## src/rtl/factorial_sequencer.sv

```systemverilog
// N! engine: iterates N..2 through a shared W x W -> 2W multiplier (two partial products per step).
// Optional overflow detection is compiled in with FACTORIAL_OVF_DETECT_EN.
module factorial_sequencer #(
  parameter int unsigned W = 64
) (
  input  logic           clk,
  input  logic           reset_n,
  input  logic           os,
  input  logic           oc,
  input  logic           oi,
  input  logic [W-1:0]   opr,
  output logic [1:0]     od,
  output logic [W-1:0]   rh,
  output logic [W-1:0]   rl,
  output logic           irq,
  output logic           mul_req,
  output logic [W-1:0]   mul_a,
  output logic [W-1:0]   mul_b,
  input  logic           mul_ack,
  input  logic [2*W-1:0] mul_p,
  output logic           ovf
);

  localparam int unsigned W2 = 2 * W;
`ifdef FACTORIAL_OVF_DETECT_EN
  localparam int unsigned PW = W2;
  localparam int unsigned SW = W2 + 1;
`else
  localparam int unsigned PW = W;
  localparam int unsigned SW = W2;
`endif

  typedef enum logic [2:0] {
    S_IDLE, S_REQ_LO, S_REQ_HI, S_ACC, S_DONE, S_FLUSH
  } state_t;

  state_t          state, state_nxt;
  logic            os_d;
  logic            start;
  logic [W2-1:0]   acc, acc_nxt, plo, plo_nxt;
  logic [PW-1:0]   phi, phi_nxt;
  logic [W-1:0]    cnt, cnt_nxt, cnt_dec;
  logic [W-1:0]    mul_a_nxt, mul_b_nxt;
  logic [1:0]      od_nxt;
  logic            irq_nxt, mul_req_nxt;
  logic [SW-1:0]   acc_sum;
  logic            ovf_q, ovf_nxt;

  assign start   = os & ~os_d & (state == S_IDLE);
  assign cnt_dec = cnt - W'(1);
  assign rh      = acc[W2-1:W];
  assign rl      = acc[W-1:0];

  // Recombine the two partial products: acc * cnt = plo + (phi << W)
`ifdef FACTORIAL_OVF_DETECT_EN
  assign acc_sum = {1'b0, plo} + {1'b0, phi[W-1:0], {W{1'b0}}};
  assign ovf     = ovf_q;
`else
  assign acc_sum = plo + {phi, {W{1'b0}}};
  assign ovf     = 1'b0;
  assign ovf_q   = 1'b0;
`endif

  always_comb begin
    state_nxt = state;
    acc_nxt   = acc;
    cnt_nxt   = cnt;
    plo_nxt   = plo;
    phi_nxt   = phi;
    od_nxt    = od;
    ovf_nxt   = ovf_q;
    mul_a_nxt = mul_a;
    mul_b_nxt = mul_b;
    irq_nxt   = od[0] & oi;

    if (oc) begin
      // An outstanding multiply must still complete before returning to idle.
      acc_nxt   = W2'(1);
      cnt_nxt   = '0;
      od_nxt    = 2'b00;
      ovf_nxt   = 1'b0;
      irq_nxt   = 1'b0;
      state_nxt = (mul_req && !mul_ack) ? S_FLUSH : S_IDLE;
    end else begin
      case (state)
        S_IDLE: begin
          if (start) begin
            cnt_nxt   = opr;
            acc_nxt   = W2'(1);
            od_nxt    = 2'b10;
            ovf_nxt   = 1'b0;
            state_nxt = (opr <= W'(1)) ? S_DONE : S_REQ_LO;
          end
        end
        S_REQ_LO: begin
          if (mul_ack) begin
            plo_nxt   = mul_p;
            state_nxt = S_REQ_HI;
          end
        end
        S_REQ_HI: begin
          if (mul_ack) begin
            phi_nxt   = PW'(mul_p);
            state_nxt = S_ACC;
          end
        end
        S_ACC: begin
          acc_nxt   = acc_sum[W2-1:0];
          cnt_nxt   = cnt_dec;
`ifdef FACTORIAL_OVF_DETECT_EN
          ovf_nxt   = ovf_q | (phi[W2-1:W] != '0) | acc_sum[W2];
`endif
          state_nxt = (cnt_dec <= W'(1)) ? S_DONE : S_REQ_LO;
        end
        S_DONE: begin
          od_nxt    = {ovf_q, 1'b1};
          state_nxt = S_IDLE;
        end
        S_FLUSH: begin
          if (mul_ack) state_nxt = S_IDLE;
        end
        default: state_nxt = S_IDLE;
      endcase
    end

    mul_req_nxt = (state_nxt == S_REQ_LO) || (state_nxt == S_REQ_HI) ||
                  (state_nxt == S_FLUSH);
    if (state_nxt == S_REQ_LO) begin
      mul_a_nxt = acc_nxt[W-1:0];
      mul_b_nxt = cnt_nxt;
    end else if (state_nxt == S_REQ_HI) begin
      mul_a_nxt = acc_nxt[W2-1:W];
      mul_b_nxt = cnt_nxt;
    end
  end

  always_ff @(posedge clk or negedge reset_n) begin
    if (!reset_n) begin
      state   <= S_IDLE;
      os_d    <= 1'b0;
      acc     <= W2'(1);
      cnt     <= '0;
      plo     <= '0;
      phi     <= '0;
      od      <= 2'b00;
      irq     <= 1'b0;
      mul_req <= 1'b0;
      mul_a   <= '0;
      mul_b   <= '0;
    end else begin
      state   <= state_nxt;
      os_d    <= os;
      acc     <= acc_nxt;
      cnt     <= cnt_nxt;
      plo     <= plo_nxt;
      phi     <= phi_nxt;
      od      <= od_nxt;
      irq     <= irq_nxt;
      mul_req <= mul_req_nxt;
      mul_a   <= mul_a_nxt;
      mul_b   <= mul_b_nxt;
    end
  end

`ifdef FACTORIAL_OVF_DETECT_EN
  always_ff @(posedge clk or negedge reset_n) begin
    if (!reset_n) ovf_q <= 1'b0;
    else          ovf_q <= ovf_nxt;
  end
`else
  logic unused_ovf;
  assign unused_ovf = ovf_nxt;
`endif

endmodule
```

## config.mk

```make
export PLATFORM = sky130hd
export DESIGN_NAME = factorial_sequencer
export DESIGN_NICKNAME = d
export VERILOG_FILES = /design/src/rtl/factorial_sequencer.sv
export SDC_FILE = /design/constraint.sdc
export NUM_CORES = 1
export LEC_CHECK = 0
export CORE_MARGIN = 3
export CORE_UTILIZATION = 50
export CTS_CLUSTER_DIAMETER = 150
export DETAILED_ROUTE_END_ITERATION = 6
export GPL_ROUTABILITY_DRIVEN = 0
export GPL_TIMING_DRIVEN = 0
export PLACE_DENSITY = 0.76
export SYNTH_ARGS = -nofsm -noshare
export SYNTH_HDL_FRONTEND = slang
export SYNTH_SLANG_ARGS = --single-unit
export TNS_END_PERCENT = 20
```

## constraint.sdc

```tcl
create_clock -name clk -period 5.1 [get_ports clk]
set_clock_uncertainty 0.15 [all_clocks]
set_input_delay 1.53 -clock clk [delete_from_list [all_inputs] [get_ports clk]]
set_output_delay 1.53 -clock clk [all_outputs]
set_load 0.01 [all_outputs]
```

======== Word-level counts from Yosys, hierarchy flattened ========
Index checks and enable logic that the tools add are counted.
storage, ports and cells
  latch bits .............................. 0
  memories ................................ 0
  input port bits ......................... 198
  flip-flop bits (word level) ............. 520
  bits in writable memories ............... 0
  output and inout bits ................... 261
  memory bits (read-only) ................. 0
cells by class
  reductions and logical operators ........ 10
  $add $sub $neg .......................... 2
  div/mod/pow operators ................... 0
  mux-type cells .......................... 23
  eq/ne operators ......................... 9
  shift operators ......................... 0
  multipliers ............................. 0
  bitwise operators ....................... 5
  order comparisons ....................... 2
operators by type and width
  kind                   number
  $mux 64                6
  $mux 128               2
  $pmux 128 s2           1
  $add 128x128->128      1
  $le 64x1->1 const B    2
  $pmux 64 s2            1
  $sub 64x1->64 const B  1
  $mux 3                 8
  $pmux 3 s5             1
  $eq 3x2->1 const B     3
  $eq 3x3->1 const B     3
  $eq 3x1->1 const B     2
  $reduce_and 3->1       2
  $mux 2                 2
  $pmux 2 s2             1
  $and 1x1->1            3
  $logic_not 3->1        1
  $ne 3x3->1 const B     1
  $reduce_bool 3->1      1
  $logic_or 1x1->1       2
  $not 1->1              2
  $reduce_and 2->1       1
  $reduce_bool 2->1      1
  $logic_and 1x1->1      1
  2 further kinds        2

======== Longest topological paths before layout ========
Gate-level depths: netlist (run 1).
  depth after elaboration ................. 9
  mapped depth ............................ 17
  depth with buffers taken out ............ 13

======== Worst setup path after synthesis (run 1) ========
OpenSTA, ideal clock, no wires.
  path type ............................... register -> register
  from .................................... reg cnt[0]
  to ...................................... reg mul_a[53]
  slack ................................... 1076 ps
  cell stages (with the launch flop) ...... 17
  period minus slack after synthesis ...... 4024 ps
  arrival time ............................ 3755 ps
  library setup time ...................... 119 ps
  buffers on the path ..................... 3
  cells stage by stage .................... dfrtp_1 inv_1 ha_1 nor4b_4 nand3_2 or4_1 clkbuf_1 o31ai_1 nand4_1 or4_4 nor4_4 a21oi_2 or2_1 buf_6 buf_6 o22ai_2 o21ba_1
on the way
  longest elaborated chain between the ends .. 7
  elaborated cells between the ends (all ways) .. 9
  classes of those cells .................. add/sub: 1; order compare: 1; eq/ne: 2; mux: 4; reduce/logical: 1
RTL lines
  what                                          RTL line  RTL
  from (decl)                                   42        logic [W-1:0] cnt, cnt_nxt, cnt_dec;
  from (signal assigned)                        154       cnt <= cnt_nxt;
  $sub 64x1->64 (*)                             50        assign cnt_dec = cnt - W'(1);
  $le 64x1->1 (*)                               113       state_nxt = (cnt_dec <= W'(1)) ? S_DONE : S_REQ_LO;
  $mux 3 (*)                                    113
  $pmux 3 s5 (*)                                85        case (state)
  $mux 3 (*)                                    76        if (oc) begin
  $eq 3x1->1 or $eq 3x2->1 (tied branches)      128, 131
  $mux 64 or $reduce_bool 2->1 (tied branches)  -
  to (signal assigned)                          160       mul_a <= mul_a_nxt;
  to (decl)                                     17        output logic [W-1:0] mul_a,
Every way passes the cells marked *; elsewhere a longest branch is shown, timed or not.
A chain may end at the register's enable or synchronous reset.

==> results of run 1 <==
==> stage by stage <==
stage               TNS (ns)  total power [mW]
CTS                        0              16.3
detailed placement   -118.65              11.8
global placement           -              11.7
finish                     0              16.4
floorplan                  0              9.57
global route        -0.00529              17.2
==> cells in the mapped netlist, types with 12 or more instances <==
| library cell | n | area, µm² |
|---|---|---|
| a31oi_1 | 14 | 87.6 |
| ha_1 | 66 | 826 |
| nor2b_1 | 19 | 119 |
| o22ai_1 | 18 | 113 |
| nand2_1 | 360 | 1350 |
| clkbuf_1 | 120 | 450 |
| a221oi_1 | 23 | 201 |
| nor4_1 | 44 | 275 |
| buf_1 | 19 | 71.3 |
| o221a_1 | 12 | 135 |
| a22oi_1 | 100 | 751 |
| mux2_4 | 49 | 736 |
| dfrtp_1 | 519 | 13000 |
| o21ai_0 | 135 | 676 |
| nor2_1 | 244 | 916 |
| inv_1 | 19 | 71.3 |
| nand3_1 | 26 | 130 |
| a21o_1 | 40 | 300 |
| mux2i_1 | 18 | 180 |
| o21bai_1 | 13 | 97.6 |
| or4_1 | 14 | 105 |
| buf_2 | 12 | 60.1 |
| nand2b_1 | 16 | 100 |
| nor3_1 | 64 | 320 |
| mux2_2 | 156 | 1760 |
| xnor2_1 | 44 | 385 |
| a21oi_1 | 139 | 696 |
| nand4_1 | 35 | 219 |
| xor2_1 | 38 | 333 |
| buf_6 | 16 | 180 |
| a222oi_1 | 19 | 190 |
==> cells by family (layout without fill, tap and decap cells) <==
logic type | Yosys count | in the layout | share of synthesized area [%]
flops | 520 | 520 | 49.4
simple gates | 900 | 900 | 15.9
buf+inv | 193 | 758 | 3.35
compound gates | 602 | 602 | 15.2
xor+xnor | 82 | 82 | 2.73
fa+ha+maj | 67 | 67 | 3.21
other cells | 1 | 4 | 0.0142
mux | 223 | 223 | 10.1
==> sequential cells by signal, indices dropped and copies added (netlist names) <==
register and flops:
mul_req 1, od 2, plo 128, irq 1, acc 128, cnt 64, state 3, phi 64
mul_a 64, os_d 1, mul_b 64
==> worst max-delay path by stage <==
stage,start,to,slack (ns),depth (start not counted)
floorplan,cnt[0]$_DFF_PN0_,mul_a[53]$_DFFE_PN0P_,1.08,16
global placement,reset_n,plo[119]$_DFFE_PN0P_,-19.99,1
detailed placement,opr[39],mul_a[18]$_DFFE_PN0P_,-1.62,10
CTS,cnt[0]$_DFF_PN0_,mul_b[40]$_DFFE_PN0P_,0.003,17
global route,cnt[0]$_DFF_PN0_,phi[55]$_DFFE_PN0P_,-0.003,18
finish,cnt[0]$_DFF_PN0_,phi[55]$_DFFE_PN0P_,0.09,18
==> tightest hold or removal path: stages (launching register included) <==
cell and delay [ns]:
dfrtp_1 0.34, nand2_1 0.05, nand2_1 0.05
==> power by group through the flow <==
stage | clock network (mW) | registers, mW | logic [mW]
after floorplan | 0 | 5.70 | 3.87
after global placement | 0 | 5.86 | 5.82
after detailed placement | 0 | 5.87 | 5.97
after CTS | 4.38 | 5.82 | 6.06
after global routing | 4.55 | 5.93 | 6.68
final | 4.35 | 5.85 | 6.22
==> metal layers <==
metal  global-route usage, %  vias to the layer above  routed length [µm]
met4                    21.0                        2                6900
li1                        -                    10392                   -
met2                    56.3                     1687               46300
met3                    8.41                      404               11000
met5                       0                        -                  16
met1                    45.9                    11971               38600
==> final cells by class <==
cell class	count	area share (%)
Multi-Input combinational cell	1875	36.8
Antenna cell	3	0.0221
Buffer	173	2.46
Clock buffer	74	4.50
Timing Repair Buffer	467	13.9
Tap cell	680	2.51
Clock inverter	24	1.22
Sequential cell	520	38.3
Inverter	20	0.221
==> repair_timing <==
item,CTS,global route
endpoints found under the setup margin,113,171
pin swaps,0,2
hold endpoints to repair,0,0
buffers inserted,1,5
gates resized for setup,11,20
==> run_results.csv, run 1 <==
group,metric,value,unit
status,status,"finished, final reports clean",
global_route,grt_pass1_vias,24257,
clocking,tritoncts,"yes",
hold_path,hold_path_class,"reg -> reg",
timing,tightest_slew,1.42,ns
worst_setup_path,crit_slowest_cell,"or4_4",
timing,max_freq,0.200,GHz
routing,drc,0,
final_layout,final_cell_area,0.0340,mm²
placement,pre_cts_ws,-1.62,ns
worst_setup_path,crit_buf_inv,6,
worst_setup_path,critPathTopFamily,"simple AND/OR/NAND/NOR gates",
power,switching_share,36.5,%
power,p_per_area,484,mW/mm²
hold_path,min_path_cells,2,
timing,finalSetupViolations,0,
routing,wl_per_cell,26.8,µm
worst_setup_path,critPathMaxFanout,10,
clocking,path_clk_slew,0.06,ns
timing,final_max_slew_viol_count,0,
final_layout,final_common_cell,"dfrtp_1",
final_layout,fillCellCount,4024,
die,io_pins,459,
timing,fin_crit_sh,98.2,%
placement,placed_cells,3729,
yosys,synth_area,0.0263,mm²
die,core_area,0.0517,mm²
yosys,synth_nets,2853,
global_route,grt_pass1_wl,152000,µm
placement,place_area,0.0319,mm²
global_route,antenna_found_initial,5,
routing,drt_pre_antenna_iters,7,
power,p_leak,15.0,nW
yosys,synth_edf_count,0,
worst_setup_path,critPathRequiredTime,5.44,ns
timing,period_minus_slack,5.01,ns
worst_setup_path,regToRegStartpoint,"cnt[0]$_DFF_PN0_",
clocking,h-tree-depth,2,
yosys,ys_seq_elements,520,
worst_setup_path,cp_common_cell,"nor2_1",
timing,fin_ws,0.0943,ns
final_layout,areaGrowthSynthToFinish,28.9,%
power,internal_power,10.4,mW
clocking,clock_latency,0.62,ns
yosys,async_flop_share,100,%
hold_path,hold_start,"mul_b[37]$_DFFE_PN0P_",
power,seqPwrFrac,35.6,%
routing,wl,103000,µm
power,pwr-share-clk,26.5,%
final_layout,finish.utilization,65.7,%
yosys,syn-instance-count,2588,
global_route,track_usage,36.0,%
global_route,overflow,0,
yosys,synth_cell_type_count,87,
clocking,holdBufCountCts,0,
final_layout,layout_common_cells,"519 x dfrtp_1, 456 x clkdlybuf4s50_1, 360 x nand2_1",
power,combPwrFrac,37.9,%
die,rows,83,
worst_setup_path,regToRegEndpoint,"phi[55]$_DFFE_PN0P_",
worst_setup_path,crit_path_end_kind,"flip-flop",
clocking,cts_buffer_depth,3,
clocking,cts_num_sinks,520,
worst_setup_path,crit_chain,"inv_1, ha_2, nor4b_4, buf_4, nand3_2, or4_1, clkbuf_1, o31ai_2, nand4_1, or4_4, nor4_4, buf_4, nor2_1, nor2_1, nor2_1, buf_6, buf_6, mux2_4",
routing,antenna_left,0,
power,ir_drop,0.359,mV
die,dieArea,0.0555,mm²
final_layout,register_area,0.0130,mm²
timing,whs,0.318,ns
placement,port_buffers,457,
worst_setup_path,cp-start-kind,"flip-flop",
worst_setup_path,slowest_delay,0.56,ns
die,initial_core_util,50.9,%
final_layout,fin_nets,3376,
timing,max-slew-margin-rel,4.67,%
global_route,grt_max_degree,126,
flow_run,max-cap-violations,0,
routing,vias,24456,
yosys,syn_avg_cell_area,10.2,µm²
worst_setup_path,arrival,5.35,ns
die,fp.dieW,236,µm
routing,via_per_inst,6.38,
yosys,yosysSeqAreaShare,49.4,%
clocking,cts_buffers,54,
die,die_y,236,µm
worst_setup_path,criticalPathCategory,"reg -> reg",
timing,finalHoldViolCount,0,
placement,dp_hpwl,75200,µm
final_layout,multiInputGateArea,0.0125,mm²
power,switchingPower,6.00,mW
yosys,yosysWarnings,0,
final_layout,drive_gt1_share,12.5,%
hold_path,hold_end,"mul_b[37]$_DFFE_PN0P_",
yosys,synth_flop_cell,"dfrtp_1",
worst_setup_path,rrSetupSlack,0.09,ns
worst_setup_path,reg2regPathDepth,18,
final_layout,finalNonFillerCells,3836,
clocking,cts_root_buf,"clkbuf_16",
routing,drt_iter0_drc,3135,
No activity file was read; power rests on OpenSTA's default activity.
==> inputs of run 2 (changes only) <==
Settings changed: CAP_MARGIN set to 10, GPL_TIMING_DRIVEN 0 to unset, PLACE_DENSITY 0.76 to 0.82.
==> run 2 against run 1 <==
Net effect:
- the run now ends with design-rule violations left
- sequential power hardly changed
- register-to-register slack improved by 0.14 ns
- via count down 4.3%
- global-route usage decreased by 4.6 points
- sequential cell count unchanged
- fmax rose by 2.8%
- utilization down 0.55 points
- critical path type unchanged
==> run_results.csv, run 2 (same netlist as run 1, synthesis figures left out) <==
group,metric,value,unit
placement,dp_hpwl,63700,µm
timing,rsz0062_at_grt,"no",
global_route,grt_max_degree,100,
hold_path,hold_end,"mul_b[27]$_DFFE_PN0P_",
routing,antenna_left,0,
final_layout,final_common_cell,"dfrtp_1",
die,dieArea,0.0555,mm²
worst_setup_path,crit_slowest_cell,"nor4_1",
final_layout,layout_common_cells,"519 x dfrtp_1, 455 x clkdlybuf4s50_1, 360 x nand2_1",
timing,period_minus_slack,4.87,ns
timing,fin_tns_setup,0,ns
power,p_leak,14.9,nW
final_layout,layout_top_registers,"acc (128), plo (128)",
worst_setup_path,critPathMaxFanout,23,
clocking,cts_num_sinks,520,
clocking,holdBufCountCts,0,
die,die_y,236,µm
final_layout,fin_nets,3263,
worst_setup_path,rrSetupSlack,0.23,ns
routing,wl,89800,µm
hold_path,hold_start,"mul_b[27]$_DFFE_PN0P_",
timing,finalSetupViolations,0,
global_route,antenna_found_initial,6,
global_route,grt_pass1_wl,139000,µm
timing,fin_crit_sh,95.5,%
clocking,tritoncts,"yes",
placement,port_buffers,457,
clocking,h-tree-depth,2,
routing,drt_iter0_drc,2752,
global_route,grt_pass1_vias,23545,
die,fp.dieW,236,µm
flow_run,max-cap-violations,0,
final_layout,drive_gt1_share,13.8,%
timing,finalHoldViolCount,0,
worst_setup_path,cp-start-kind,"flip-flop",
power,p_total,16.0,mW
global_route,track_usage,31.4,%
clocking,path_clk_slew,0.06,ns
worst_setup_path,critPathRequiredTime,5.43,ns
worst_setup_path,arrival,5.20,ns
final_layout,areaGrowthSynthToFinish,27.8,%
routing,wl_per_cell,24.1,µm
routing,vias,23409,
worst_setup_path,cp_common_cell,"nor2_1",
worst_setup_path,slowest_delay,0.67,ns
final_layout,fillCellCount,3823,
die,core_area,0.0517,mm²
clocking,cts_resized,0,
clocking,cts_buffer_depth,3,
routing,drt_pre_antenna_iters,7,
status,status,"finished with violations",
worst_setup_path,crit_path_end_kind,"flip-flop",
clocking,cts_setup_buffers,0,
timing,max_freq,0.205,GHz
timing,max-slew-margin-rel,31.9,%
die,io_pins,459,
power,ir_drop,0.309,mV
timing,tightest_slew,1.02,ns
hold_path,hold_path_class,"reg -> reg",
routing,drc,14,
final_layout,final_cell_area,0.0337,mm²
placement,place_area,0.0318,mm²
die,rows,83,
global_route,overflow,0,
worst_setup_path,regToRegStartpoint,"cnt[8]$_DFF_PN0_",
worst_setup_path,criticalPathCategory,"reg -> reg",
status,violations,"design-rule violations",
die,initial_core_util,50.9,%
worst_setup_path,regToRegEndpoint,"phi[16]$_DFFE_PN0P_",
clocking,clock_latency,0.61,ns
power,p_per_area,475,mW/mm²
worst_setup_path,reg2regPathDepth,12,
clocking,cts_buffers,53,
clocking,cts_root_buf,"clkbuf_16",
hold_path,min_path_cells,2,
timing,final_max_slew_viol_count,0,
worst_setup_path,crit_chain,"nor4_2, nand4_1, or3_1, nor4_1, xnor2_1, o2111ai_1, nor4_4, nor2_1, nor2_1, nor2_4, buf_12, mux2_4",
routing,via_per_inst,6.29,
run 2: changes by cell type in the layout (fill, tap and decap cells not counted), sizes merged:
| cell | change |
|---|---|
| bufinv | -4 |
| clkdlybuf4s50 | -1 |
| diode | -1 |
| inv | -2 |
| buf | +10 |
| clkinv | +8 |
| clkbuf | -127 |
| clkinvlp | +6 |
| clkdlybuf4s15 | -1 |
run 2: worst max path at each step:
| stage | cells past startpoint | slack [ns] | to | from |
|---|---|---|---|---|
| final | 12 | 0.23 | phi[16]$_DFFE_PN0P_ | cnt[8]$_DFF_PN0_ |
| after global routing | 12 | 0.02 | phi[16]$_DFFE_PN0P_ | cnt[8]$_DFF_PN0_ |
| after CTS | 12 | 0.34 | phi[15]$_DFFE_PN0P_ | cnt[2]$_DFF_PN0_ |
| after detailed placement | 13 | 0.03 | mul_a[49]$_DFFE_PN0P_ | opr[9] |
| after global placement | 14 | 0.22 | mul_b[16]$_DFFE_PN0P_ | opr[10] |
| after floorplan | 16 | 1.08 | mul_a[53]$_DFFE_PN0P_ | cnt[0]$_DFF_PN0_ |
run 2: cell type report:
class,count,area (µm²),area share [%]
Antenna cell,2,5.00,0.0149
Timing Repair Buffer,528,5380,16.0
Clock buffer,67,1460,4.33
Tap cell,680,851,2.53
Sequential cell,520,13000,38.6
Inverter,20,75.1,0.223
Clock inverter,32,369,1.10
Multi-Input combinational cell,1875,12500,37.2
run 2: stage by stage:
step | utilization (%) | worst slack, ns | hold WS (ns) | cells
6_report | 65.1 | 0.230 | 0.313 | 3724
5_1_grt | 65.1 | 0.0153 | 0.327 | 3724
4_1_cts | 65.1 | 0.344 | 0.318 | 3722
3_5_place_dp | 61.6 | 0.0288 | 0.305 | 3623
3_3_place_gp | 61.6 | 0.216 | 0.301 | 3623
2_1_floorplan | - | 1.08 | 0.316 | 2588
run 2: power breakdown:
| part | switching (mW) | internal, mW | leakage, nW |
|---|---|---|---|
| combinational | 3.32 | 2.77 | 7.15 |
| sequential | 0.717 | 5.10 | 6.90 |
| clock | 1.74 | 2.35 | 0.885 |
| total | 5.77 | 10.2 | 14.9 |
run 2: worst max-delay path: cells and delay by family (launching register included):
family | cells | cell delay (ns)
xor+xnor | 1 | 0.19
mux | 1 | 0.31
simple gates | 8 | 3.15
buf+inv | 1 | 0.22
compound gates | 1 | 0.23
flops | 1 | 0.49
run 2: routing by layer:
layer	part of all wire (%)	track usage, %
met3	9.6	6.62
met5	0.053	0
met1	39	41.2
met2	47	50.4
met4	4.7	14.2
